`src/rtl/rf_wr_arbiter.sv`:
```
// rf_wr_arbiter: shares the rf write port between pipeline WB and buffered LLU results,
// tracks pending LLU destinations and raises the decode stall for hazards and starvation.
module rf_wr_arbiter #(
  parameter int DATA_WIDTH   = 32,
  parameter int BUF_DEPTH    = 2,
  parameter int STARVE_LIMIT = 4
) (
  input  logic                  clk,
  input  logic                  arst_n,
  input  logic                  wb_rf_en,
  input  logic [4:0]            wb_rd,
  input  logic [DATA_WIDTH-1:0] wb_data,
  input  logic                  llu_issue,
  input  logic [4:0]            llu_issue_rd,
  input  logic                  llu_res_valid,
  output logic                  llu_res_ready,
  input  logic [4:0]            llu_res_rd,
  input  logic [DATA_WIDTH-1:0] llu_res_data,
  input  logic [4:0]            id_rs1,
  input  logic [4:0]            id_rs2,
  input  logic [4:0]            id_rd,
  output logic                  rf_wr_en,
  output logic [4:0]            rf_rd,
  output logic [DATA_WIDTH-1:0] rf_rd_data,
  output logic                  id_stall
);
  localparam int AW = $clog2(BUF_DEPTH);
  localparam int SW = $clog2(STARVE_LIMIT + 1);
  localparam logic [AW:0] FULL = (AW + 1)'(BUF_DEPTH);
  localparam logic [SW-1:0] SLIM = SW'(STARVE_LIMIT);

  logic [4:0]            buf_rd   [BUF_DEPTH];
  logic [DATA_WIDTH-1:0] buf_data [BUF_DEPTH];
  logic [AW-1:0]         wr_ptr, rd_ptr;
  logic [AW:0]           count;
  logic [31:0]           pending, pend_set, pend_clr;
  logic [SW-1:0]         starve_cnt;
  logic                  empty, wb_win, push, pop, starve_stall;

  assign empty         = count == '0;
  assign wb_win        = wb_rf_en && wb_rd != 5'd0;
  assign pop           = !wb_win && !empty;
  assign llu_res_ready = count != FULL;
  // x0 results are accepted but silently dropped
  assign push          = llu_res_valid && llu_res_ready && llu_res_rd != 5'd0;
  assign starve_stall  = starve_cnt == SLIM;

  assign rf_wr_en   = wb_win || !empty;
  assign rf_rd      = wb_win ? wb_rd : (empty ? 5'd0 : buf_rd[rd_ptr]);
  assign rf_rd_data = wb_win ? wb_data : (empty ? '0 : buf_data[rd_ptr]);

  assign pend_set = (llu_issue && llu_issue_rd != 5'd0) ? 32'd1 << llu_issue_rd : 32'd0;
  assign pend_clr = pop ? 32'd1 << buf_rd[rd_ptr] : 32'd0;
  assign id_stall = pending[id_rs1] | pending[id_rs2] | pending[id_rd] | starve_stall;

  always_ff @(posedge clk or negedge arst_n) begin
    if (!arst_n) begin
      wr_ptr     <= '0;
      rd_ptr     <= '0;
      count      <= '0;
      pending    <= '0;
      starve_cnt <= '0;
    end else begin
      if (push) wr_ptr <= wr_ptr + AW'(1);
      if (pop) rd_ptr <= rd_ptr + AW'(1);
      count      <= count + (AW + 1)'(push) - (AW + 1)'(pop);
      pending    <= ((pending & ~pend_clr) | pend_set) & ~32'd1;
      starve_cnt <= (empty || pop) ? '0 : (starve_stall ? starve_cnt : starve_cnt + SW'(1));
    end
  end

  always_ff @(posedge clk) begin
    if (push) begin
      buf_rd[wr_ptr]   <= llu_res_rd;
      buf_data[wr_ptr] <= llu_res_data;
    end
  end
endmodule

```
`config.mk`:
```
export PLATFORM = sky130hd
export DESIGN_NAME = rf_wr_arbiter
export DESIGN_NICKNAME = d
export VERILOG_FILES = /design/src/rtl/rf_wr_arbiter.sv
export SDC_FILE = /design/constraint.sdc
export NUM_CORES = 1
export LEC_CHECK = 0
export ABC_AREA = 1
export CORE_MARGIN = 10
export CORE_UTILIZATION = 50
export CTS_CLUSTER_DIAMETER = 80
export DETAILED_ROUTE_END_ITERATION = 8
export PLACE_DENSITY = 0.8
export SETUP_SLACK_MARGIN = 0.4
export SYNTH_ARGS = -nofsm -noshare
export SYNTH_HDL_FRONTEND = slang
export SYNTH_SLANG_ARGS = --single-unit
```
`constraint.sdc`:
```
create_clock -name clk -period 3.3 [get_ports clk]
set_clock_uncertainty 0.05 [all_clocks]
set_input_delay 0.825 -clock clk [delete_from_list [all_inputs] [get_ports clk]]
set_output_delay 0.825 -clock clk [all_outputs]
set_load 0.05 [all_outputs]
```
# [Word-level counts from Yosys, hierarchy flattened]
# Memory sizes are Yosys's and may differ from the RTL's.
# Index checks and enable logic that the tools add are counted.
[op_classes] n_addsub=5 shift=2 n_reduce_logical=13 magnitude_cmp=3 n_mux=16 bitwise_logic=6 n_eq_ne=3
[ops] operator="$mux W32" n=4
[ops] operator="$shl A1 B5 Y32 const A" n=2
[ops] operator="$and A32 B32 Y32" n=1
[ops] operator="$not A32 Y32" n=1
[ops] operator="$or A32 B32 Y32" n=1
[ops] operator="$lt A5 B6 Y1 const B" n=3
[ops] operator="$bmux W1 S5" n=3
[ops] operator="$reduce_bool A5 Y1" n=3
[ops] operator="$mux W5" n=2
[ops] operator="$mux W3" n=2
[ops] operator="$logic_and A1 B1 Y1" n=5
[ops] operator="$mux W1" n=5
[ops] operator="$add A3 B1 Y3 const B" n=1
[ops] operator="$eq A3 B3 Y1 const B" n=1
[ops] operator="$or A1 B1 Y1" n=3
[ops] operator="$add A1 B1 Y1 const B" n=2
[ops] operator="$add A2 B1 Y2" n=1
[ops] operator="$logic_not A1 Y1" n=2
[ops] operator="$logic_not A2 Y1" n=1
[ops] operator="$logic_or A1 B1 Y1" n=2
[ops] operator="$ne A2 B1 Y1 const B" n=1
[ops] operator="$ne A2 B2 Y1 const B" n=1
[ops] operator="$sub A2 B1 Y2" n=1
[totals] output_inout_bits=40 memories=2 regBits=38 mem_bits_rw=74 elab_cells=55 in_bits=99
[mem_list] memory="buf_data" depth=2 word_bits=32 rd=1 rd_clocked_by_memory_dff=0 write_ports=1 line_no="33" source="logic [DATA_WIDTH-1:0] buf_data [BUF_DEPTH];"
[mem_list] memory="buf_rd" depth=2 word_bits=5 rd=1 rd_clocked_by_memory_dff=0 write_ports=1 line_no="32" source="logic [4:0] buf_rd [BUF_DEPTH];"

# [Longest topological paths before layout]
# Gate-level depths: netlist of the first run.
[logic_depth] depth_word=8 depth_mapped=12 ltp_nobuf=10

# [Worst setup path after synthesis of the first run]
# No wires, ideal clock.
[synth_timing] path_type="input-to-output" from="in wb_rd[3]" to="out rf_rd_data[10]" path_buffers=1 arrival_time_ps=2673 setup_slack_ps=-248 stages=8 path_cell_list="nor2_1 -> nand4_1 -> nand2_2 -> inv_2 -> nor2_4 -> inv_1 -> clkbuf_1 -> o21ai_0"
[synth_between] elab_chain_cells=3
[synth_lines] element="start: declaration" line_no="11" source="input logic [4:0] wb_rd,"
[synth_lines] element="$reduce_bool A5 Y1" line_no="41" source="assign wb_win = wb_rf_en && wb_rd != 5'd0;"
[synth_lines] element="$logic_and A1 B1 Y1" line_no="41"
[synth_lines] element="$mux W32" line_no="50" source="assign rf_rd_data = wb_win ? wb_data : (empty ? '0 : buf_data[rd_ptr]);"
[synth_lines] element="end: declaration" line_no="24" source="output logic [DATA_WIDTH-1:0] rf_rd_data,"
# No other way between the ends.

# [Final worst setup path of the first run]
[layout_timing] from="in wb_rd[4]" to="out rf_rd_data[29]"
# Same word-level chain as after synthesis.

==> results of run 1 <==
-- routing by layer --
| layer | part of all wire | track usage | wire, µm | up-vias |
|---|---|---|---|---|
| li1 | - | - | - | 2557 |
| met1 | 0.38 | 0.307 | 8220 | 2688 |
| met2 | 0.49 | 0.429 | 10700 | 312 |
| met3 | 0.088 | 0.0687 | 1900 | 61 |
| met4 | 0.035 | 0.0934 | 757 | 0 |
| met5 | 0 | 0 | 0 | - |
-- worst paths after layout --
path	from	endpoint	cells after the start
max	wb_rd[4]	rf_rd_data[29]	11
min	pending[11]$_DFF_PN0_	pending[11]$_DFF_PN0_	2
max reg2reg	count[0]$_DFF_PN0_	count[1]$_DFF_PN0_	10
min reg2reg	pending[11]$_DFF_PN0_	pending[11]$_DFF_PN0_	2
max in group asynchronous	arst_n	pending[28]$_DFF_PN0_	2
min in group asynchronous	arst_n	rd_ptr$_DFFE_PN0P_	2
-- logic make-up (layout without fill, tap and decap cells) --
family / Yosys count / count (layout) / synth area share
AND/OR/NAND/NOR: 301 / 301 / 0.222
adder cells (fa/ha/maj): 4 / 4 / 0.00854
multiplexers: 33 / 33 / 0.0564
flip-flops: 112 / 112 / 0.541
AO/OA/AOI/OAI: 109 / 109 / 0.0961
buffers and inverters: 95 / 263 / 0.0666
XOR/XNOR: 6 / 6 / 0.00897
-- cell type report --
class	count	area, µm²	share of cell area
Tap cell	143	179	0.0205
Clock inverter	6	35.0	0.00401
Inverter	69	274	0.0314
Clock buffer	10	229	0.0262
Multi-Input combinational cell	453	2750	0.315
Timing Repair Buffer	178	2100	0.240
Sequential cell	112	3170	0.363
-- power by group --
| part | internal [W] | switching [W] | leakage (nW) |
|---|---|---|---|
| clock network | 0.000509 | 0.000506 | 0.126 |
| logic | 0.00138 | 0.00232 | 2.40 |
| registers | 0.00197 | 0.000218 | 1.15 |
| total | 0.00386 | 0.00305 | 3.67 |
-- placed cells by master (no fill, tap or decap), types with 2 or more instances in the layout --
| cell type | Yosys | layout |
|---|---|---|
| o211ai_1 | 3 | 3 |
| nor2_4 | 1 | 4 |
| o21ai_2 | 2 | 2 |
| buf_4 | 2 | 19 |
| buf_2 | 12 | 6 |
| inv_4 | 1 | 3 |
| o21ai_1 | 33 | 33 |
| nor2_2 | 0 | 2 |
| nor3_2 | 6 | 6 |
| a21oi_1 | 4 | 4 |
| nand3_1 | 80 | 78 |
| o21ai_4 | 0 | 34 |
| nor2_1 | 15 | 10 |
| edfxtp_1 | 74 | 74 |
| inv_2 | 4 | 13 |
| inv_1 | 64 | 52 |
| o22ai_4 | 0 | 2 |
| nand2_1 | 185 | 183 |
| nand2_2 | 4 | 6 |
| dfrtp_1 | 38 | 37 |
| o21ai_0 | 65 | 31 |
| buf_16 | 0 | 4 |
| buf_6 | 1 | 16 |
| buf_8 | 0 | 23 |
| dlygate4sd2_1 | 0 | 7 |
| ha_1 | 4 | 4 |
| buf_12 | 0 | 18 |
| clkbuf_16 | 0 | 10 |
| nor3_1 | 7 | 7 |
| xor2_1 | 4 | 4 |
| nand3_2 | 0 | 2 |
| mux2i_1 | 33 | 33 |
| xnor2_1 | 2 | 2 |
| clkinv_2 | 0 | 2 |
| clkdlybuf4s50_1 | 0 | 84 |
-- stage by stage --
step / hold slack, ps / std cells
5_1_grt: 470 / 971
3_3_place_gp: 432 / 938
3_5_place_dp: 438 / 938
2_1_floorplan: 408 / 660
4_1_cts: 452 / 969
6_report: 453 / 971
-- flip-flops by register name, indices dropped and copies added (netlist names) --
name / flops
buf_data: 64
buf_rd: 10
count: 2
pending: 31
rd_ptr: 1
starve_cnt: 3
wr_ptr: 1
-- what timing repair did --
item	CTS	global route
endpoints found under the setup margin	38	37
gates resized for setup	92	48
pin swaps	10	15
cloned	7	1
buffers inserted	8	1
-- critical path, stage by stage --
cell and delay (ps):
buf_2 100, inv_2 60, nand4_1 130, nand2_2 110, inv_2 60, nor2_4 160, inv_8 100, buf_12 140
buf_16 140, o21ai_4 150, buf_12 160
==> results.sh, run 1 <==
export IMPL_status="finished, final reports clean"
export IMPL_synth_most_common_cell="nand2_1"
export IMPL_ir_drop_v=0.000605
export IMPL_grt_ovfl_total=0
export IMPL_ys_seq_elements=112
export IMPL_clockRootBuffer="clkbuf_16"
export IMPL_antenna_left=0
export IMPL_setup_violations_final=0
export IMPL_die_width_um=128
export IMPL_initial_core_util=0.511
export IMPL_cts_buffers=9
export IMPL_ys_flop_type="edfxtp_1"
export IMPL_firstDrtPassIters=5
export IMPL_syn_cell_area_mm2=0.00586
export IMPL_grt_pass1_vias=5749
export IMPL_synth_edff_count=74
export IMPL_fin_total_pwr_w=0.00691
export IMPL_p_per_area_mw_per_mm2=791
export IMPL_async_flop_share=0.339
export IMPL_setup_slack_ps=279
export IMPL_fp_coreArea_mm2=0.0115
export IMPL_post_route_period_util=0.915
export IMPL_area_delta_synth_final_pct=49.1
export IMPL_wl_per_cell_um=22.2
export IMPL_viasPerCell=5.79
export IMPL_hold_path_class="reg2reg"
export IMPL_syn_area_per_cell_um2=8.88
export IMPL_post_route_util=0.762
export IMPL_finalHoldViolCount=0
export IMPL_n_antenna_cell=0
export IMPL_tns_ps=0
export IMPL_die_area_mm2=0.0165
export IMPL_htree_levels=3
export IMPL_leakage_nw=3.67
export IMPL_antenna_found_initial=0
export IMPL_drive_above_1_share=0.215
export IMPL_wirelength_um=21500
export IMPL_ys_top_cells_by_count="185 x nand2_1, 80 x nand3_1, 74 x edfxtp_1"
export IMPL_yosys_area_top_type="edfxtp_1"
export IMPL_r2r_slack_ps=1140
export IMPL_synth_cells=660
export IMPL_worstPathRequired_ps=2420
export IMPL_grt_usage=0.255
export IMPL_synth_top_cell_area_share=0.379
export IMPL_vias=5618
export IMPL_worst_setup_path_end_kind="output pin"
export IMPL_dpl_cell_area_mm2=0.00795
export IMPL_clock_path_buffers=2
export IMPL_rsz0062_at_grt="true"
export IMPL_drc_errors=0
export IMPL_drv_slew=0
export IMPL_min_period_ps=3020
export IMPL_fp_dieH_um=128
export IMPL_drt_iter0_drc=591
export IMPL_dp_final_hpwl_um=14500
export IMPL_maxCapViolations=0
export IMPL_grt_max_degree=39
export IMPL_worst_pin_slew_ps=625
export IMPL_rows=39
export IMPL_synth_cell_type_count=30
export IMPL_max_clock_freq_ghz=0.331
export IMPL_portBuffers=138
export IMPL_arrival_ps=2150
export IMPL_slew_headroom=0.584
export IMPL_dp_slack_ps=4.05
export IMPL_layout_nets=926
export IMPL_cts_tree="yes"
export IMPL_synth_nets=763
export IMPL_gp_congestion=0.988
export IMPL_cts_hold_buf=0
export IMPL_clk_pin_slew_ps=60
export IMPL_yosysWarningCount=0
export IMPL_fill_cells=733
export IMPL_num_io_pins=139
export IMPL_clkSinkCount=112
export IMPL_path_class="in2out"
export IMPL_fin_area_mm2=0.00874
export IMPL_cp_max_fo=6
export IMPL_grt_pass1_wl_um=32800
export IMPL_synth_area_leaders="edfxtp_1 38%, dfrtp_1 16%, nand2_1 12%, nand3_1 6.8%, mux2i_1 5.6%"
export IMPL_cp_start_kind="input pin"
export IMPL_yosysSeqAreaShare=0.541
export IMPL_clock_latency_ps=360
(Power assumes the default switching activity.)
==> run 2: changes to the inputs <==
--- a/config.mk
+++ b/config.mk
@@ -6,12 +6,12 @@
 export NUM_CORES = 1
 export LEC_CHECK = 0
 export ABC_AREA = 1
-export CORE_MARGIN = 10
 export CORE_UTILIZATION = 50
 export CTS_CLUSTER_DIAMETER = 80
 export DETAILED_ROUTE_END_ITERATION = 8
 export PLACE_DENSITY = 0.8
 export SETUP_SLACK_MARGIN = 0.4
+export SKIP_LAST_GASP = 1
 export SYNTH_ARGS = -nofsm -noshare
 export SYNTH_HDL_FRONTEND = slang
 export SYNTH_SLANG_ARGS = --single-unit
==> results.sh, run 2 (synthesized netlist as in run 1, its figures left out) <==
export IMPL_grt_usage=0.350
export IMPL_num_io_pins=139
export IMPL_n_antenna_cell=0
export IMPL_dp_final_hpwl_um=13600
export IMPL_cts_buffers=9
export IMPL_rows=39
export IMPL_cts_tree="yes"
export IMPL_leakage_nw=3.67
export IMPL_antenna_left=0
export IMPL_drc_errors=0
export IMPL_worstPathRequired_ps=2420
export IMPL_ir_drop_v=0.000642
export IMPL_drt_iter0_drc=579
export IMPL_fin_area_mm2=0.00869
export IMPL_cp_start_kind="input pin"
export IMPL_htree_levels=3
export IMPL_grtUsageMet1=0.425
export IMPL_min_period_ps=3090
export IMPL_max_clock_freq_ghz=0.324
export IMPL_reg_largest_list="buf_data: 64 flops, pending: 31 flops, buf_rd: 10 flops"
export IMPL_wl_per_cell_um=21.6
export IMPL_antenna_found_initial=0
export IMPL_slew_headroom=0.596
export IMPL_clkSinkCount=112
export IMPL_die_width_um=110
export IMPL_cp_num_buf_inv=5
export IMPL_p_per_area_mw_per_mm2=789
export IMPL_top_register="buf_data"
export IMPL_firstDrtPassIters=5
export IMPL_busiest_layer="met2"
export IMPL_dp_cells=936
export IMPL_area_delta_synth_final_pct=48.3
export IMPL_layout_nets=921
export IMPL_final_common_cell="nand2_1"
export IMPL_slowest_stage="buf_6"
export IMPL_gp_congestion=0.977
export IMPL_vias=5601
export IMPL_dpl_cell_area_mm2=0.00794
export IMPL_maxCapViolations=0
export IMPL_arrival_ps=2210
export IMPL_clockRootBuffer="clkbuf_16"
export IMPL_clock_path_buffers=2
export IMPL_cp_cell_sequence="buf_6 > nor2_2 > nand4_1 > nand2_2 > inv_4 > nor2_4 > inv_6 > buf_12 > o22ai_2 > buf_6"
export IMPL_fp_coreArea_mm2=0.0114
export IMPL_hold_ws_ps=461
export IMPL_viasPerCell=5.80
export IMPL_wirelength_um=20900
export IMPL_drv_slew=0
export IMPL_cts_hold_buf=0
export IMPL_post_route_period_util=0.936
export IMPL_rsz0062_at_grt="true"
export IMPL_cpPeakStageDelay_ps=200
export IMPL_drive_above_1_share=0.236
export IMPL_die_area_mm2=0.0122
export IMPL_worst_pin_slew_ps=606
export IMPL_final_cell_mix="178 x nand2_1, 81 x clkdlybuf4s50_1, 74 x edfxtp_1"
export IMPL_grt_ovfl_total=0
export IMPL_portBuffers=138
export IMPL_largest_reg_flops=64
export IMPL_gr_usage_met3=0.0723
export IMPL_clock_latency_ps=360
export IMPL_tns_ps=0
export IMPL_worst_setup_path_end_kind="output pin"
export IMPL_finalHoldViolCount=0
export IMPL_critPathMostFrequentCell="buf_6"
export IMPL_grt_max_degree=39
export IMPL_hold_path_class="reg2reg"
export IMPL_initial_core_util=0.513
export IMPL_grt_pass1_vias=5713
export IMPL_cp_max_fo=8
export IMPL_fp_dieH_um=110
export IMPL_stdcell_count=966
export IMPL_path_class="in2out"
export IMPL_setup_violations_final=0
export IMPL_clk_pin_slew_ps=70
export IMPL_status="finished, final reports clean"
export IMPL_grt_pass1_wl_um=30900
export IMPL_use_met2=0.597
export IMPL_cp_top_family="buffers and inverters"
[run 2: cell types whose count changed in the layout (fill, tap and decap cells not counted), sizes merged]
cell,delta
buf,-4
dlymetal6s2s,+2
clkinvlp,-1
inv,+1
clkdlybuf4s15,+2
clkdlybuf4s50,-3
dlygate4sd2,-4
clkbuf,+2
[run 2: layout make-up]
cell class	count	area (µm²)
Sequential cell	112	3170
Timing Repair Buffer	173	1990
Inverter	69	287
Clock inverter	6	55.1
Multi-Input combinational cell	453	2780
Clock buffer	10	229
Tap cell	143	179
Fill cell	737	2730
[run 2: repair_timing]
item	CTS	global route
gates cloned	6	2
resized for setup	107	52
pin swaps	14	19
endpoints found under the setup margin	38	38
buffers inserted	5	1
[run 2: per-layer routing]
metal	routed length, µm	up-vias
met5	0	-
met2	10500	317
li1	-	2553
met1	7840	2672
met4	921	0
met3	1620	59
[run 2: metrics by stage]
step | util | setup slack [ps] | power [W]
2_1_floorplan | - | 188 | 0.00430
3_5_place_dp | 0.696 | -30.7 | 0.00546
4_1_cts | 0.747 | 391 | 0.00668
5_1_grt | 0.761 | 209 | 0.00715
6_report | 0.761 | 211 | 0.00686
3_3_place_gp | 0.696 | -6.89 | 0.00537
[run 2: worst paths after layout]
check / startpoint / end / slack (ps) / cells past startpoint
min in group asynchronous: arst_n / rd_ptr$_DFFE_PN0P_ / 840 / 2
worst max-delay path: wb_rd[2] / rf_rd[1] / 210 / 10
worst min register to register: pending[4]$_DFF_PN0_ / pending[4]$_DFF_PN0_ / 460 / 2
max in group asynchronous: arst_n / rd_ptr$_DFFE_PN0P_ / 2000 / 2
worst max register to register: count[0]$_DFF_PN0_ / count[1]$_DFF_PN0_ / 1130 / 9
worst min-delay path: pending[4]$_DFF_PN0_ / pending[4]$_DFF_PN0_ / 460 / 2
[run 2: worst min-delay path: stages (launching register included)]
cell and delay [ps]:
dfrtp_1 340, o21ai_0 70, o21ai_0 60
[run 2: report_power, final]
| group | switching (W) | total [W] | internal, W |
|---|---|---|---|
| Combinational | 0.00232 | 0.00360 | 0.00129 |
| Sequential | 0.000232 | 0.00220 | 0.00197 |
| Clock | 0.000529 | 0.00105 | 0.000525 |
